### config.mk
export PLATFORM = sky130hd
export DESIGN_NAME = video_timing_gen_flat
export DESIGN_NICKNAME = d
export VERILOG_FILES = /design/src/rtl/vtg_pkg.sv /design/src/rtl/video_timing_gen_if.sv /design/src/rtl/vtg_axis_counter.sv /design/src/rtl/video_timing_gen.sv /design/src/flat_wrapper.sv
export SDC_FILE = /design/constraint.sdc
export NUM_CORES = 1
export LEC_CHECK = 0
export CAP_MARGIN = 40
export CORE_MARGIN = 10
export CORE_UTILIZATION = 54
export CTS_BUF_LIST = sky130_fd_sc_hd__clkbuf_4
export DETAILED_ROUTE_END_ITERATION = 6
export MAX_ROUTING_LAYER = met4
export PLACE_DENSITY = 0.9
export SYNTH_ARGS = -nofsm -noshare
export SYNTH_HDL_FRONTEND = slang
export SYNTH_SLANG_ARGS = --single-unit
### constraint.sdc
create_clock -name clk_sys -period 4 [get_ports clk_sys]
set_input_delay 0.8 -clock clk_sys [delete_from_list [all_inputs] [get_ports clk_sys]]
set_output_delay 0.8 -clock clk_sys [all_outputs]
set_load 0.1 [all_outputs]
### src/rtl/vtg_pkg.sv
// Shared definitions for the video timing generator: the default 336x240
// arcade profile, the latched sync-offset pair and the sync clamp helper.
package vtg_pkg;

  localparam int VTG_H_TOTAL  = 456;
  localparam int VTG_H_ACTIVE = 336;
  localparam int VTG_HS_START = 360;
  localparam int VTG_HS_WIDTH = 24;
  localparam int VTG_V_TOTAL  = 262;
  localparam int VTG_V_ACTIVE = 240;
  localparam int VTG_VS_START = 240;
  localparam int VTG_VS_WIDTH = 3;
  localparam int VTG_H_LEAD   = 1;
  localparam int VTG_RGB_W    = 8;
  localparam int VTG_OFFS_W   = 5;

  // Sync arithmetic is 11-bit signed so nominal + offset never wraps.
  typedef logic signed [10:0] s11_t;

  // Offsets as latched at the frame boundary, already sign-extended.
  typedef struct packed {
    s11_t h;
    s11_t v;
  } offs_pair_t;

  // Clamp a nominal sync start into [lo, hi].
  function automatic logic [10:0] clamp_sync(input s11_t nom, input s11_t lo, input s11_t hi);
    logic [10:0] r;
    if (nom < lo)      r = lo;
    else if (nom > hi) r = hi;
    else               r = nom;
    return r;
  endfunction

endpackage

### src/rtl/video_timing_gen_if.sv
// Bus between the timing generator and its consumers (game core, arcade_video).
// master = generator side, slave = consumer side.
interface video_timing_gen_if
  import vtg_pkg::*;
#(
  parameter int RGB_W  = VTG_RGB_W,
  parameter int OFFS_W = VTG_OFFS_W
);
  logic                     ce_pix;
  logic signed [OFFS_W-1:0] hoffs;
  logic signed [OFFS_W-1:0] voffs;
  logic [8:0]               irq_line;
  logic [RGB_W-1:0]         rgb_in;
  logic [8:0]               hpos;
  logic [8:0]               vpos;
  logic                     hblank;
  logic                     vblank;
  logic                     hsync_n;
  logic                     vsync_n;
  logic [RGB_W-1:0]         rgb_out;
  logic                     frame_start;
  logic                     vblank_start;
  logic [7:0]               frame_cnt;
  logic                     line_irq;

  modport master (
    input  ce_pix, hoffs, voffs, irq_line, rgb_in,
    output hpos, vpos, hblank, vblank, hsync_n, vsync_n, rgb_out,
           frame_start, vblank_start, frame_cnt, line_irq
  );

  modport slave (
    output ce_pix, hoffs, voffs, irq_line, rgb_in,
    input  hpos, vpos, hblank, vblank, hsync_n, vsync_n, rgb_out,
           frame_start, vblank_start, frame_cnt, line_irq
  );
endinterface

### src/rtl/vtg_axis_counter.sv
// One raster axis: wrap counter 0..TOTAL-1 with registered blank and sync
// decode. Blank/sync follow the post-increment count on every ce tick, so
// they change on the same tick as the counter. inc gates counting only.
module vtg_axis_counter
  import vtg_pkg::*;
#(
  parameter int TOTAL  = VTG_H_TOTAL,
  parameter int ACTIVE = VTG_H_ACTIVE,
  parameter int SYNC_W = VTG_HS_WIDTH
) (
  input  logic        clk,
  input  logic        rst,
  input  logic        ce,
  input  logic        inc,
  input  logic [10:0] sync_b,
  output logic [8:0]  cnt,
  output logic [8:0]  nxt,
  output logic        last,
  output logic        active,
  output logic        blank,
  output logic        sync_n
);
  logic [10:0] nxt_w;

  assign last   = (cnt == 9'(TOTAL - 1));
  assign active = (cnt < 9'(ACTIVE));
  assign nxt_w  = {2'b00, nxt};

  // Value the counter takes on this ce tick.
  always_comb begin
    nxt = cnt;
    if (inc) nxt = last ? 9'd0 : cnt + 9'd1;
  end

  // Counter plus blank/sync registers derived from the next count.
  always_ff @(posedge clk) begin
    if (rst) begin
      cnt    <= '0;
      blank  <= 1'b1;
      sync_n <= 1'b1;
    end else if (ce) begin
      cnt    <= nxt;
      blank  <= (nxt >= 9'(ACTIVE));
      sync_n <= !((nxt_w >= sync_b) && (nxt_w < sync_b + 11'(SYNC_W)));
    end
  end
endmodule

### src/rtl/video_timing_gen.sv
// Parametrised raster timing generator (336x240 arcade profile by default).
// Sync offsets are latched at the frame boundary and clamped into blanking.
// Optional: define VTG_LINE_IRQ_EN to build the raster-compare line_irq.
module video_timing_gen
  import vtg_pkg::*;
#(
  parameter int H_TOTAL  = VTG_H_TOTAL,
  parameter int H_ACTIVE = VTG_H_ACTIVE,
  parameter int HS_START = VTG_HS_START,
  parameter int HS_WIDTH = VTG_HS_WIDTH,
  parameter int V_TOTAL  = VTG_V_TOTAL,
  parameter int V_ACTIVE = VTG_V_ACTIVE,
  parameter int VS_START = VTG_VS_START,
  parameter int VS_WIDTH = VTG_VS_WIDTH,
  parameter int H_LEAD   = VTG_H_LEAD,
  parameter int RGB_W    = VTG_RGB_W,
  parameter int OFFS_W   = VTG_OFFS_W
) (
  input  logic               clk_sys,
  input  logic               RESET,
  video_timing_gen_if.master bus
);

  if (H_ACTIVE >= H_TOTAL || V_ACTIVE >= V_TOTAL ||
      HS_WIDTH > H_TOTAL - H_ACTIVE || VS_WIDTH > V_TOTAL - V_ACTIVE ||
      H_TOTAL > 512 || V_TOTAL > 512 || H_LEAD >= H_TOTAL || OFFS_W > 10) begin : g_param_err
    $error("video_timing_gen: illegal timing parameters");
  end

  logic [8:0]  h_cnt, h_nxt_unused, v_cnt, v_nxt;
  logic        h_last, h_active, h_blank, h_sync_n;
  logic        v_last, v_active, v_blank, v_sync_n;
  logic [10:0] hs_b, vs_b;
  logic [9:0]  hsum;
  logic        frame_tick;
  offs_pair_t  offs_l;
  logic [RGB_W-1:0] rgb_q;
  logic        frame_start_q, vblank_start_q;
  logic [7:0]  frame_cnt_q;

  assign hs_b = clamp_sync(s11_t'(HS_START) + (offs_l.h <<< 1),
                           s11_t'(H_ACTIVE), s11_t'(H_TOTAL - HS_WIDTH));
  assign vs_b = clamp_sync(s11_t'(VS_START) + offs_l.v,
                           s11_t'(V_ACTIVE), s11_t'(V_TOTAL - VS_WIDTH));

  vtg_axis_counter #(.TOTAL(H_TOTAL), .ACTIVE(H_ACTIVE), .SYNC_W(HS_WIDTH)) u_h (
    .clk(clk_sys), .rst(RESET), .ce(bus.ce_pix), .inc(1'b1), .sync_b(hs_b),
    .cnt(h_cnt), .nxt(h_nxt_unused), .last(h_last), .active(h_active),
    .blank(h_blank), .sync_n(h_sync_n)
  );

  // Lines advance on the tick where the pixel counter wraps.
  vtg_axis_counter #(.TOTAL(V_TOTAL), .ACTIVE(V_ACTIVE), .SYNC_W(VS_WIDTH)) u_v (
    .clk(clk_sys), .rst(RESET), .ce(bus.ce_pix), .inc(h_last), .sync_b(vs_b),
    .cnt(v_cnt), .nxt(v_nxt), .last(v_last), .active(v_active),
    .blank(v_blank), .sync_n(v_sync_n)
  );

  assign frame_tick = bus.ce_pix & h_last & v_last;

  // Offsets, frame/vblank strobes and frame counter; strobes drop on idle clks.
  always_ff @(posedge clk_sys) begin
    if (RESET) begin
      offs_l         <= '0;
      frame_start_q  <= 1'b0;
      vblank_start_q <= 1'b0;
      frame_cnt_q    <= '0;
    end else begin
      frame_start_q  <= frame_tick;
      vblank_start_q <= bus.ce_pix & h_last & (v_nxt == 9'(V_ACTIVE));
      if (frame_tick) begin
        frame_cnt_q <= frame_cnt_q + 8'd1;
        offs_l.h    <= {{(11 - OFFS_W){bus.hoffs[OFFS_W-1]}}, bus.hoffs};
        offs_l.v    <= {{(11 - OFFS_W){bus.voffs[OFFS_W-1]}}, bus.voffs};
      end
    end
  end

  // Blank the pixel of the current position; one ce of latency vs. hpos.
  always_ff @(posedge clk_sys) begin
    if (RESET)           rgb_q <= '0;
    else if (bus.ce_pix) rgb_q <= (h_active && v_active) ? bus.rgb_in : '0;
  end

`ifdef VTG_LINE_IRQ_EN
  logic line_irq_q;
  // Raster compare against irq_line sampled on the tick a line begins.
  always_ff @(posedge clk_sys) begin
    if (RESET) line_irq_q <= 1'b0;
    else       line_irq_q <= bus.ce_pix & h_last & (v_nxt == bus.irq_line);
  end
  assign bus.line_irq = line_irq_q;
`else
  logic unused_irq_line;
  assign unused_irq_line = ^bus.irq_line;
  assign bus.line_irq    = 1'b0;
`endif

  assign hsum             = {1'b0, h_cnt} + 10'(H_LEAD);
  assign bus.hpos         = (hsum >= 10'(H_TOTAL)) ? 9'(hsum - 10'(H_TOTAL)) : hsum[8:0];
  assign bus.vpos         = v_cnt;
  assign bus.hblank       = h_blank;
  assign bus.vblank       = v_blank;
  assign bus.hsync_n      = h_sync_n;
  assign bus.vsync_n      = v_sync_n;
  assign bus.rgb_out      = rgb_q;
  assign bus.frame_start  = frame_start_q;
  assign bus.vblank_start = vblank_start_q;
  assign bus.frame_cnt    = frame_cnt_q;

endmodule

### src/flat_wrapper.sv
// flat-port wrapper written by rule: the top's interface ports become plain ports
module video_timing_gen_flat import vtg_pkg::*;
#(
  parameter int H_TOTAL  = VTG_H_TOTAL,
  parameter int H_ACTIVE = VTG_H_ACTIVE,
  parameter int HS_START = VTG_HS_START,
  parameter int HS_WIDTH = VTG_HS_WIDTH,
  parameter int V_TOTAL  = VTG_V_TOTAL,
  parameter int V_ACTIVE = VTG_V_ACTIVE,
  parameter int VS_START = VTG_VS_START,
  parameter int VS_WIDTH = VTG_VS_WIDTH,
  parameter int H_LEAD   = VTG_H_LEAD,
  parameter int RGB_W    = VTG_RGB_W,
  parameter int OFFS_W   = VTG_OFFS_W
)
  (clk_sys, RESET, bus_ce_pix, bus_hoffs, bus_voffs, bus_irq_line, bus_rgb_in, bus_hpos, bus_vpos, bus_hblank, bus_vblank, bus_hsync_n, bus_vsync_n, bus_rgb_out, bus_frame_start, bus_vblank_start, bus_frame_cnt, bus_line_irq);
  video_timing_gen_if #(.RGB_W(RGB_W), .OFFS_W(OFFS_W)) bus_i ();
  input  logic clk_sys;
  input  logic RESET;
  input wire logic [$bits(bus_i.ce_pix)-1:0] bus_ce_pix;
  input wire logic [$bits(bus_i.hoffs)-1:0] bus_hoffs;
  input wire logic [$bits(bus_i.voffs)-1:0] bus_voffs;
  input wire logic [$bits(bus_i.irq_line)-1:0] bus_irq_line;
  input wire logic [$bits(bus_i.rgb_in)-1:0] bus_rgb_in;
  output wire logic [$bits(bus_i.hpos)-1:0] bus_hpos;
  output wire logic [$bits(bus_i.vpos)-1:0] bus_vpos;
  output wire logic [$bits(bus_i.hblank)-1:0] bus_hblank;
  output wire logic [$bits(bus_i.vblank)-1:0] bus_vblank;
  output wire logic [$bits(bus_i.hsync_n)-1:0] bus_hsync_n;
  output wire logic [$bits(bus_i.vsync_n)-1:0] bus_vsync_n;
  output wire logic [$bits(bus_i.rgb_out)-1:0] bus_rgb_out;
  output wire logic [$bits(bus_i.frame_start)-1:0] bus_frame_start;
  output wire logic [$bits(bus_i.vblank_start)-1:0] bus_vblank_start;
  output wire logic [$bits(bus_i.frame_cnt)-1:0] bus_frame_cnt;
  output wire logic [$bits(bus_i.line_irq)-1:0] bus_line_irq;
  assign bus_i.ce_pix = bus_ce_pix;
  assign bus_i.hoffs = bus_hoffs;
  assign bus_i.voffs = bus_voffs;
  assign bus_i.irq_line = bus_irq_line;
  assign bus_i.rgb_in = bus_rgb_in;
  assign bus_hpos = bus_i.hpos;
  assign bus_vpos = bus_i.vpos;
  assign bus_hblank = bus_i.hblank;
  assign bus_vblank = bus_i.vblank;
  assign bus_hsync_n = bus_i.hsync_n;
  assign bus_vsync_n = bus_i.vsync_n;
  assign bus_rgb_out = bus_i.rgb_out;
  assign bus_frame_start = bus_i.frame_start;
  assign bus_vblank_start = bus_i.vblank_start;
  assign bus_frame_cnt = bus_i.frame_cnt;
  assign bus_line_irq = bus_i.line_irq;
  video_timing_gen #(.H_TOTAL(H_TOTAL), .H_ACTIVE(H_ACTIVE), .HS_START(HS_START), .HS_WIDTH(HS_WIDTH), .V_TOTAL(V_TOTAL), .V_ACTIVE(V_ACTIVE), .VS_START(VS_START), .VS_WIDTH(VS_WIDTH), .H_LEAD(H_LEAD), .RGB_W(RGB_W), .OFFS_W(OFFS_W)) u_core (.clk_sys(clk_sys), .RESET(RESET), .bus(bus_i));
endmodule
Word level (Yosys, flattened, before mapping) --
Cells that the tools add are included.
Storage, ports and cells: bits in registers 50, input bits 30, output and inout bits 41, word-level logic and storage cells 54
Cells by class: muxes and demuxes 9, bitwise operators 3, add/subtract/negate cells 9, reductions and logical operators 5, eq/ne operators 3, $lt $le $gt $ge 13
Operators with widths (count):
- 11-bit 2-to-1 mux | 4
- 9-bit 2-to-1 mux | 4
- 9-bit by 11-bit greater-or-equal comparator with 1-bit output | 2
- 11-bit by 10-bit > comparator with 1-bit output (second input constant) | 2
- 9-bit by 11-bit < comparator with 1-bit output | 2
- 9-bit by 1-bit adder with 9-bit output (second input constant) | 2
- 9-bit equality test (second input constant) | 2
- 10-bit by 6-bit adder with 11-bit output (first input constant) | 1
- 11-bit by 2-bit adder with 11-bit output (second input constant) | 1
- 11-bit by 5-bit adder with 11-bit output (second input constant) | 1
- 11-bit by 10-bit < comparator with 1-bit output (second input constant) | 1
- 11-bit by 9-bit < comparator with 1-bit output (second input constant) | 1
- 9-bit by 1-bit adder with 10-bit output (second input constant) | 1
- 9-bit by 5-bit adder with 10-bit output (first input constant) | 1
- 10-bit by 9-bit greater-or-equal comparator with 1-bit output (second input constant) | 1
- 9-bit by 8-bit equality test with 1-bit output (second input constant) | 1
- 9-bit by 8-bit greater-or-equal comparator with 1-bit output (second input constant) | 1
- 9-bit greater-or-equal comparator (second input constant) | 1
- 9-bit by 8-bit < comparator with 1-bit output (second input constant) | 1
- 9-bit < comparator (second input constant) | 1
- 9-bit subtractor (second input constant) | 1
- 8-bit by 1-bit adder with 8-bit output (second input constant) | 1
- 8-bit 2-to-1 mux | 1
- 1-bit bitwise AND | 3
- other kinds (2) | 5

Depth between registers and ports, before layout --
Gate-level depths: netlist (run 1).
depth in word-level cells 8, gate-level depth with buffers 14

Hierarchy --
From an unflattened synthesis (run 1), not the netlist that was laid out.
Second synthesis, totals: cell total of the unflattened synthesis 530, area, all modules 4186.5 µm²
Modules (own cells, without submodules):
- video_timing_gen | instances 1, cells an instance 220, sequential area each 560.5 µm², area an instance 1697.9 µm²
- vtg_axis_counter (u_core.u_v) | instances 1, cells an instance 163, sequential area each 220.2 µm², area an instance 1318.8 µm²
- vtg_axis_counter (u_core.u_h) | instances 1, cells an instance 147, sequential area each 220.2 µm², area an instance 1169.9 µm²

Worst setup path after synthesis (run 1) --
Ideal clock, no wire load.
kind reg2out, start point register u_core.u_h.cnt[0], end point output bus_hpos[4], arrival 3229 ps, data required time 3200 ps, setup slack -29 ps, cell stages (with the launch flop) 8, cell sequence dfxtp_1 > ha_1 > buf_2 > nand3_1 > nor2_2 > xor2_1 > a31oi_1 > mux2i_1
On the way: cells in the longest elaborated chain, start to end 3, elaborated cells on any way between the ends 4, classes of those cells add/sub (2); order compare (1); mux (1)
Ends and longest elaborated chain:
- start: declaration | RTL line vtg_axis_counter.sv:16 | output logic [8:0] cnt,
- start signal: assignment | RTL line vtg_axis_counter.sv:42 | cnt <= nxt;
- 9-bit by 1-bit adder with 10-bit output (*) | RTL line video_timing_gen.sv:99 | assign hsum = {1'b0, h_cnt} + 10'(H_LEAD);
- 9-bit subtractor / 10-bit by 9-bit greater-or-equal comparator with 1-bit output (equally long branches) | RTL line video_timing_gen.sv:100 | assign bus.hpos = (hsum >= 10'(H_TOTAL)) ? 9'(hsum - 10'(H_TOTAL)) : hsum[8:0];
- 9-bit 2-to-1 mux (*) | RTL line video_timing_gen.sv:100
- end: declaration | RTL line flat_wrapper.sv:25 | output wire logic [$bits(bus_i.hpos)-1:0] bus_hpos;
Every way passes the cells marked *; elsewhere a longest branch is shown, timed or not.

Final worst setup path (run 1) --
Ends and elaborated chain as after synthesis.

==> reports/qor.yml, run 1 <==
placed_design:
  post_dp_cell_area_um2: 4880
  dp_hpwl_mm: 7.87
  pre_cts_ws_ns: 0.616
  portBuffers: 60
  gp_congestion: 0.928
yosys:
  yosysSeqAreaShare_pct: 27.4
  ys_warn_count: 0
  synthFlopType: "dfxtp_1"
  synth.distinct_cells: 66
  syn_inst: 453
  syn-mean-instance-area_um2: 8.08
  synth_compound_area_share_pct: 16.2
  synth_xor_area_share_pct: 6.46
  synth-seq-cells: 50
  synth_enable_flop_cells: 0
  synth_mux_area_share_pct: 2.19
  synth-simple-area-share_pct: 28.9
  synthAdderAreaFrac_pct: 12.6
  synth_top_family_by_area: "simple AND/OR/NAND/NOR gates"
  syn_area_um2: 3660
  async_reset_ff_share_pct: 0
routing:
  drtIter0Drc: 230
  ant_nets: 0
  dr_total_vias: 3645
  wirelength_mm: 10.4
  wl_per_cell_um: 17.0
  drc_errors: 0
  viasPerCell: 5.98
  drtPass1Iterations: 5
timing:
  slew_headroom_pct: 56.8
  fin_ws_ns: 0.343
  setup_violations: 0
  finClkSkew_ns: 0.0147
  max_freq_ghz: 0.273
  setup_tns_ns: 0
  min_period_ns: 3.66
  rsz0062_at_grt: "no"
  worstMarginPinSlew_ns: 0.649
  drv_slew: 0
  hold_violations: 0
  fin_crit_sh_pct: 91.4
floorplanning:
  die_w_um: 102
  coreArea_um2: 6460
  die_h_um: 102
  ios: 71
  rows: 29
  start_util_pct: 56.7
  dieArea_um2: 10500
setup_path:
  crit_path_end_kind: "output port"
  cp_data_arrival_time_ns: 2.86
  cp_max_fo: 9
  cp.required_ns: 3.20
  path_class: "flop to output port"
  start_kind: "flop"
cells_and_area:
  fin_area_um2: 4980
  fin_util_pct: 77.1
  fin_nets: 599
  drive_above_1_share_pct: 14.1
  diodes: 0
  synthToLayoutAreaGrowth_pct: 36.1
  fillers: 425
clock_tree:
  htreeDepth: 2
  worstSkewPairLatency_ns: 0.39
  postCtsSetupRepairBufs: 0
  ctsResizeCount: 0
  cts_buffers: 5
  cts.sinks: 50
  cts_tree: "yes"
  path_clk_slew_ns: 0.14
  clockBufferDepth: 2
  cts_hold_buf: 0
  cts-root-buf: "clkbuf_4"
grt:
  gr-total-overflow: 0
  grt_use_total_pct: 20.5
  grt_max_degree: 39
  grt_pass1_wl_mm: 17.0
  antenna_found_initial: 0
  grt_pass1_vias: 3594
min_path:
  worstHoldPathType: "flop to flop"
power:
  p_total_mw: 1.12
  leakagePower_nw: 2.09
  powerDensity_nw_per_um2: 224
  ir_drop_mv: 0.137
run:
  maxCapViolCount: 0
outcome:
  status: "finished clean"
==> layer usage <==
layer / wire [µm] / track usage (%) / vias to the layer above
met5: 0 / - / -
met2: 5270 / 35.6 / 152
met4: 218 / 7.70 / 0
li1: - / - / 1740
met3: 722 / 4.79 / 28
met1: 4150 / 22.2 / 1725
==> where the power goes <==
| part | leakage, nW | internal (mW) | switching, mW |
|---|---|---|---|
| Combinational | 1.63 | 0.0870 | 0.143 |
| Clock | 0.0528 | 0.193 | 0.176 |
| Sequential | 0.406 | 0.508 | 0.0105 |
==> cells in the mapped netlist, drive strengths merged, types with 8 or more instances <==
| master | instances | share of area, % |
|---|---|---|
| nand2b | 10 | 1.7 |
| inv | 17 | 1.7 |
| xor2 | 19 | 4.5 |
| o21ai | 17 | 2.3 |
| nand4 | 9 | 2.4 |
| buf | 18 | 3.2 |
| ha | 37 | 13 |
| nand2 | 48 | 4.9 |
| clkbuf | 11 | 1.1 |
| nand3 | 16 | 2.3 |
| dfxtp | 50 | 27 |
| nor2b | 14 | 2.4 |
| a21oi | 36 | 5.0 |
| mux2i | 8 | 2.2 |
| nor3 | 11 | 1.6 |
| xnor2 | 8 | 1.9 |
| nor2 | 50 | 5.5 |
==> layout make-up <==
cell class / instances / area, µm² / area share (%)
Clock buffer: 5 / 37.5 / 0.754
Clock inverter: 3 / 63.8 / 1.28
Inverter: 17 / 63.8 / 1.28
Multi-Input combinational cell: 358 / 2440 / 49.0
Sequential cell: 50 / 1000 / 20.1
Tap cell: 77 / 96.3 / 1.93
Timing Repair Buffer: 100 / 1280 / 25.6
==> layout by cell type, fill, tap and decap left out, types with 3 or more instances in the layout <==
cell type,n
and4_1,3
dfxtp_1,50
and3_1,4
nor4_1,5
clkdlybuf4s50_1,52
nor2_1,47
nor2b_1,14
a31oi_1,5
a21o_1,4
clkbuf_4,5
o22ai_1,3
o21ai_0,17
nand2b_1,10
o21a_1,6
nand4b_1,3
a21oi_1,35
nand3_1,15
nand2_1,48
nand4_1,7
buf_4,11
xnor2_1,8
buf_16,9
inv_1,17
buf_8,24
ha_1,37
xor2_1,19
a211oi_1,3
nor3_1,10
or3_1,4
buf_12,3
mux2i_1,7
==> through the flow <==
| step | hold slack (ns) | std cells |
|---|---|---|
| floorplan | 0.432 | 454 |
| global placement | 0.440 | 569 |
| detailed placement | 0.469 | 602 |
| global route | 0.515 | 610 |
| CTS | 0.489 | 610 |
| finish | 0.489 | 610 |
==> critical path, stage by stage (launching register included) <==
cell     delay [ns]
dfxtp_1        0.45
ha_1           0.20
buf_4          0.17
nand3_1        0.14
nor2_2         0.37
xor2_1         0.16
a31oi_1        0.45
mux2i_2        0.32
buf_12         0.21
==> flip-flops by register name, indices dropped and copies added (netlist names) <==
name,count
u_core.u_v.blank,1
u_core.bus.vblank_start,1
u_core.u_h.cnt,9
u_core.u_v.cnt,9
u_core.u_h.blank,1
u_core.offs_l,10
u_core.u_h.sync_n,1
u_core.u_v.sync_n,1
u_core.bus.frame_cnt,8
u_core.bus.rgb_out,8
u_core.bus.frame_start,1
==> path summary, 6_finish.rpt <==
check	to	slack (ns)	cells past startpoint	startpoint
worst max register to register	u_core.u_v.sync_n	0.53	11	u_core.u_h.cnt[7]
worst min-delay path	u_core.offs_l[12]	0.49	2	u_core.offs_l[12]
worst min register to register	u_core.offs_l[12]	0.49	2	u_core.offs_l[12]
worst max-delay path	bus_hpos[4]	0.34	8	u_core.u_h.cnt[0]
==> kinds of logic (layout without fill, tap and decap cells) <==
family	count (synthesis)	after routing
simple gates	190	190
xor+xnor	27	27
fa+ha+maj	37	37
flops	50	50
buf+inv	46	125
compound gates	94	94
other cells	1	2
mux	8	8
Power figures use the tool's default switching activity.
==> run 2: changes to the inputs <==
--- a/config.mk
+++ b/config.mk
@@ -10,6 +10,7 @@
 export CORE_UTILIZATION = 54
 export CTS_BUF_LIST = sky130_fd_sc_hd__clkbuf_4
 export DETAILED_ROUTE_END_ITERATION = 6
+export HOLD_SLACK_MARGIN = 0.15
 export MAX_ROUTING_LAYER = met4
 export PLACE_DENSITY = 0.9
 export SYNTH_ARGS = -nofsm -noshare
==> results of run 2 <==
The final DEF is identical to that of run 1; final timing and power are the same.
==> run 3: changes to the inputs <==
--- a/config.mk
+++ b/config.mk
@@ -5,12 +5,12 @@
 export SDC_FILE = /design/constraint.sdc
 export NUM_CORES = 1
 export LEC_CHECK = 0
+export ABC_CLOCK_PERIOD_IN_PS = 4000
 export CAP_MARGIN = 40
 export CORE_MARGIN = 10
 export CORE_UTILIZATION = 54
 export CTS_BUF_LIST = sky130_fd_sc_hd__clkbuf_4
 export DETAILED_ROUTE_END_ITERATION = 6
-export HOLD_SLACK_MARGIN = 0.15
 export MAX_ROUTING_LAYER = met4
 export PLACE_DENSITY = 0.9
 export SYNTH_ARGS = -nofsm -noshare
==> results of run 3 <==
The final DEF is identical to that of run 1; final timing and power are the same.
